[config.mk]
export PLATFORM = sky130hd
export DESIGN_NAME = eif_scheduler
export DESIGN_NICKNAME = d
export VERILOG_FILES = /design/src/rtl/eif_pkg.sv /design/src/rtl/eif_evt_fifo.sv /design/src/rtl/eif_scheduler.sv
export SDC_FILE = /design/constraint.sdc
export NUM_CORES = 1
export LEC_CHECK = 0
export BUFFER_PORTS_ARGS = -buffer_cell sky130_fd_sc_hd__buf_2
export CORE_MARGIN = 8
export CORE_UTILIZATION = 40
export DETAILED_ROUTE_END_ITERATION = 12
export REMOVE_ABC_BUFFERS = 1
export SLEW_MARGIN = 15
export SYNTH_ARGS = -nofsm -noshare
export SYNTH_HDL_FRONTEND = slang
export SYNTH_SLANG_ARGS = --single-unit
export TNS_END_PERCENT = 100
[constraint.sdc]
create_clock -name clk -period 3.8 [get_ports clk]
set_input_delay 0.38 -clock clk [delete_from_list [all_inputs] [get_ports clk]]
set_output_delay 0.38 -clock clk [all_outputs]
set_load 0.02 [all_outputs]
[src/rtl/eif_pkg.sv]
// Shared types and default sizing for the time-multiplexed EIF neuron scheduler.
package eif_pkg;

    localparam int DEF_STATE_W   = 8;
    localparam int DEF_N_NEURONS = 4;
    localparam int DEF_EVT_DEPTH = 4;

    typedef enum logic [1:0] {
        IDLE,
        ISSUE,
        CAPTURE,
        DONE
    } eif_state_t;

    // Index width that stays legal even for a single-entry structure.
    function automatic int idx_width(input int n);
        return (n > 1) ? $clog2(n) : 1;
    endfunction

endpackage

[src/rtl/eif_evt_fifo.sv]
// Spike-event FIFO: count-based full/empty, reports pushes rejected while full.
module eif_evt_fifo
    import eif_pkg::*;
#(
    parameter int DEPTH = DEF_EVT_DEPTH,
    parameter int W     = 2
) (
    input  logic         clk,
    input  logic         rst,
    input  logic         push,
    input  logic [W-1:0] push_data,
    input  logic         pop,
    output logic         valid,
    output logic [W-1:0] head,
    output logic         drop
);

    localparam int PTR_W = idx_width(DEPTH);
    localparam logic [PTR_W:0] FULL_CNT = (PTR_W + 1)'(DEPTH);
    localparam logic [PTR_W-1:0] LAST_PTR = PTR_W'(DEPTH - 1);

    logic [W-1:0]     mem_q [DEPTH];
    logic [PTR_W-1:0] rd_ptr_q;
    logic [PTR_W-1:0] wr_ptr_q;
    logic [PTR_W:0]   count_q;
    logic             full;
    logic             do_push;
    logic             do_pop;

    function automatic logic [PTR_W-1:0] next_ptr(input logic [PTR_W-1:0] p);
        return (p == LAST_PTR) ? '0 : p + 1'b1;
    endfunction

    // A pop in the same cycle frees the slot, so a push into a full FIFO still lands.
    always_comb begin
        valid   = (count_q != '0);
        head    = mem_q[rd_ptr_q];
        full    = (count_q == FULL_CNT);
        do_pop  = pop && valid;
        do_push = push && (!full || do_pop);
        drop    = push && full && !do_pop;
    end

    always_ff @(posedge clk) begin
        if (rst) begin
            rd_ptr_q <= '0;
            wr_ptr_q <= '0;
            count_q  <= '0;
        end else begin
            if (do_push) begin
                mem_q[wr_ptr_q] <= push_data;
                wr_ptr_q        <= next_ptr(wr_ptr_q);
            end
            if (do_pop) begin
                rd_ptr_q <= next_ptr(rd_ptr_q);
            end
            case ({do_push, do_pop})
                2'b10:   count_q <= count_q + 1'b1;
                2'b01:   count_q <= count_q - 1'b1;
                default: count_q <= count_q;
            endcase
        end
    end

endmodule

[src/rtl/eif_scheduler.sv]
// Sequences N virtual EIF neurons through one shared update datapath, two cycles per neuron.
module eif_scheduler
    import eif_pkg::*;
#(
    parameter int N_NEURONS = DEF_N_NEURONS,
    parameter int STATE_W   = DEF_STATE_W,
    parameter int EVT_DEPTH = DEF_EVT_DEPTH
) (
    input  logic                             clk,
    input  logic                             rst,
    input  logic                             cfg_we,
    input  logic [idx_width(N_NEURONS)-1:0]  cfg_addr,
    input  logic [STATE_W-1:0]               cfg_current,
    input  logic                             start,
    output logic                             busy,
    output logic                             done,
    output logic [STATE_W-1:0]               dp_current,
    output logic [STATE_W-1:0]               dp_state,
    input  logic [STATE_W-1:0]               dp_next_state,
    input  logic                             dp_spike,
    output logic                             evt_valid,
    output logic [idx_width(N_NEURONS)-1:0]  evt_id,
    input  logic                             evt_ready,
    output logic                             overflow,
    input  logic                             overflow_clr
);

    localparam int IDX_W = idx_width(N_NEURONS);
    localparam logic [IDX_W-1:0] LAST_K = IDX_W'(N_NEURONS - 1);

    eif_state_t         state_q;
    eif_state_t         state_d;
    logic [IDX_W-1:0]   k_q;
    logic [STATE_W-1:0] cur_q [N_NEURONS];
    logic [STATE_W-1:0] mem_q [N_NEURONS];
    logic               evt_push;
    logic               evt_drop;
    logic               overflow_q;

    always_ff @(posedge clk) begin
        if (rst) begin
            state_q <= IDLE;
            k_q     <= '0;
            for (int i = 0; i < N_NEURONS; i++) begin
                cur_q[i] <= '0;
                mem_q[i] <= '0;
            end
        end else begin
            state_q <= state_d;
            if (cfg_we && (int'(cfg_addr) < N_NEURONS)) begin
                cur_q[cfg_addr] <= cfg_current;
            end
            if (state_q == CAPTURE) begin
                mem_q[k_q] <= dp_next_state;
                k_q        <= (k_q == LAST_K) ? '0 : k_q + 1'b1;
            end
        end
    end

    // Datapath operands are only driven during ISSUE; the result returns in CAPTURE.
    always_comb begin
        state_d    = state_q;
        busy       = 1'b0;
        done       = 1'b0;
        dp_current = '0;
        dp_state   = '0;
        evt_push   = 1'b0;
        case (state_q)
            IDLE: begin
                if (start) state_d = ISSUE;
            end
            ISSUE: begin
                busy       = 1'b1;
                dp_current = cur_q[k_q];
                dp_state   = mem_q[k_q];
                state_d    = CAPTURE;
            end
            CAPTURE: begin
                busy     = 1'b1;
                evt_push = dp_spike;
                state_d  = (k_q == LAST_K) ? DONE : ISSUE;
            end
            DONE: begin
                done    = 1'b1;
                state_d = IDLE;
            end
            default: state_d = IDLE;
        endcase
    end

    eif_evt_fifo #(
        .DEPTH (EVT_DEPTH),
        .W     (IDX_W)
    ) u_fifo (
        .clk       (clk),
        .rst       (rst),
        .push      (evt_push),
        .push_data (k_q),
        .pop       (evt_ready),
        .valid     (evt_valid),
        .head      (evt_id),
        .drop      (evt_drop)
    );

    // A drop in the same cycle as a clear wins, so no lost event goes unreported.
    always_ff @(posedge clk) begin
        if (rst) begin
            overflow_q <= 1'b0;
        end else if (evt_drop) begin
            overflow_q <= 1'b1;
        end else if (overflow_clr) begin
            overflow_q <= 1'b0;
        end
    end

    assign overflow = overflow_q;

endmodule

==> flow_metrics.py <==
metrics = {
    "run_status": {
        "outcome": "complete, no violations",
    },
    "critical_path": {
        "cp-end-kind": "output port",
        "arrival_ps": 2010,
        "crit_type": "register to output port",
        "crit_chain": "buf_4, mux4_2, and2_1, buf_2",
        "worst_ep_required_time_ps": 3420,
        "path_max_fanout": 13,
        "max_stage_delay_ps": 540,
        "cp-start-kind": "register",
        "critPathSlowestCell": "mux4_2",
    },
    "cts": {
        "h-tree-depth": 3,
        "root_buffer": "clkbuf_8",
        "ctsHoldBuffers": 0,
        "clock_latency_ps": 360,
        "cts_tree": "yes",
        "clock_path_buffers": 2,
        "clkTransAtPathRegs_ps": 80,
        "numClockSinks": 88,
        "cts.repair.resized": 0,
        "cts_buffers": 9,
        "post_cts_buffers": 0,
    },
    "finish": {
        "regArea_um2": 2480,
        "fin_cells": 477,
        "multi_input_area_um2": 1510,
        "nets": 373,
        "drive_gt1_share_pct": 26.4,
        "diodes": 0,
        "n_fill_cell": 954,
        "area_delta_synth_final_pct": 13.4,
        "final_common_cell": "and2_1",
        "mostFrequentLayoutCells": "and2_1 (85), edfxtp_1 (72), buf_2 (46)",
    },
    "routing": {
        "viasPerCell": 4.85,
        "antenna_left": 0,
        "routed_wl_um": 7680,
        "avgRoutedWirePerCell_um": 16.1,
        "drtPass1Iterations": 4,
        "via_count": 2315,
        "drt_iter0_drc": 126,
        "drc": 0,
    },
    "placement": {
        "gp_routability_congestion": 0.718,
        "hpwl_um": 5450,
        "dp_cells": 462,
        "io_buffer_count": 46,
    },
    "floorplanning": {
        "core_um2": 10100,
        "dieArea_um2": 13700,
        "io_pins": 47,
        "dieHeight_um": 117,
        "start_util_pct": 40.4,
        "fp-row-count": 37,
        "fp.dieW_um": 117,
    },
    "global_route": {
        "grt_pass1_wl_um": 12000,
        "grt_pass1_vias": 2369,
        "grtUsageTotal_pct": 12.1,
        "grt_overflow": 0,
        "grt_max_degree": 25,
        "grt_antenna_before_repair": 0,
    },
    "power": {
        "p_total_mw": 2.20,
        "power.leakage_nw": 1.73,
        "p_per_area_nw_per_um2": 476,
        "peakVddDrop_v": 0.000303,
    },
    "sta": {
        "relSlewSlack_pct": 44.3,
        "hold_viol_final": 0,
        "setup_viol": 0,
        "tns_ps": 0,
        "slew_violations": 0,
        "grt_setup_unrepaired": "false",
        "skew_ps": 10.4,
        "max_freq_mhz": 418,
        "post-route-min-period_ps": 2390,
        "tightest_slew_ps": 834,
        "period_share_pct": 62.9,
    },
    "yosys": {
        "synth-seq-area-share_pct": 60.9,
        "async_flop_share_pct": 0,
        "synth_area_um2": 4080,
        "synth_top_cells_by_area": "edfxtp_1 (53%), and2_1 (13%), mux4_2 (9.9%)",
        "ys_ff_latch": 88,
        "synth-main-ff-cell": "edfxtp_1",
        "netlist-cell-type-count": 39,
        "syn_inst": 288,
        "ys_warn_count": 0,
        "synth_edf_count": 72,
        "postSynthAreaPerCell_um2": 14.2,
        "yosys.area.top_type": "edfxtp_1",
        "yosysTopAreaCellShare_pct": 53.0,
    },
    "job": {
        "cap_violations": 0,
    },
    "hold_path": {
        "hp-class": "input pin to register",
    },
}
-- area by class of cell --
cell class | instances | area share, %
clock inverters | 4 | 1.00
clock buffers | 11 | 2.84
repair buffers | 49 | 5.47
multi-input cells | 182 | 32.7
inverters | 7 | 0.568
well taps | 136 | 3.68
flip-flops and latches | 88 | 53.7
-- path summary, 6_finish.rpt --
path	end	slack, ps	start	cells past startpoint
min reg2reg	u_fifo.rd_ptr_q[1]	500	u_fifo.rd_ptr_q[1]	2
max	dp_state[6]	1410	register	4
max reg2reg	u_fifo.count_q[2]	1600	state_q[0]	8
min	state_q[0]	320	start	3
-- cells by family after synthesis --
family	synth area share, %
adders and majority gates	3.56
xor gates and xnor gates	0.215
muxes	10.2
and+or+nand+nor	20.2
DFF	60.9
AOI/OAI and AO/OA	2.98
buffers and inverters	1.99
-- routing by layer --
| layer | routed length (um) | vias up | GRT usage, % |
|---|---|---|---|
| li1 | - | 1132 | - |
| met5 | 0 | - | 0 |
| met1 | 3240 | 1137 | 13.6 |
| met4 | 121 | 0 | 4.86 |
| met3 | 349 | 11 | 3.75 |
| met2 | 3960 | 35 | 20.9 |
-- flip-flops by register name, indices dropped and copies added, names as in the netlist, named ones only --
register	cells
u_fifo.mem_q	8
u_fifo.wr_ptr_q	2
overflow	1
state_q	2
u_fifo.count_q	3
mem_q	32
u_fifo.rd_ptr_q	2
cur_q	32
k_q	2
-- where the power goes --
group	internal, mW	switching [mW]	total (mW)
Combinational	0.188	0.229	0.417
Sequential	1.12	0.0562	1.18
Clock	0.298	0.310	0.607
Total	1.61	0.595	2.20
-- stage by stage --
stage / hold slack [ps] / instance area (um2) / setup slack (ps) / util [%]
3_5_place_dp: 485 / 4450 / 1490 / 44.0
2_1_floorplan: 445 / 4020 / 1750 / -
3_3_place_gp: 478 / 4450 / 1600 / 44.0
4_1_cts: 312 / 4620 / 1330 / 45.8
6_report: 323 / 4620 / 1410 / 45.8
5_1_grt: 317 / 4620 / 1270 / 45.8
-- worst max-delay path, delay by kind of cell (launching register included) --
family / cells / cell delay (ps)
buffers and inverters: 2 / 490
muxes: 1 / 540
DFF: 1 / 450
and+or+nand+nor: 1 / 180
-- cell usage after synthesis (all sizes together) (2+ instances only) --
library cell,count
buf,4
inv,7
dfxtp,16
mux4,18
and3b,2
nor2,10
ha,10
nor2b,2
nor3,5
or3,2
o21ai,3
nor3b,3
and2,85
edfxtp,72
or2,6
a31o,2
clkbuf,7
nand2b,2
a211oi,2
a21oi,7
nand2,11
(Power assumes the default switching activity.)
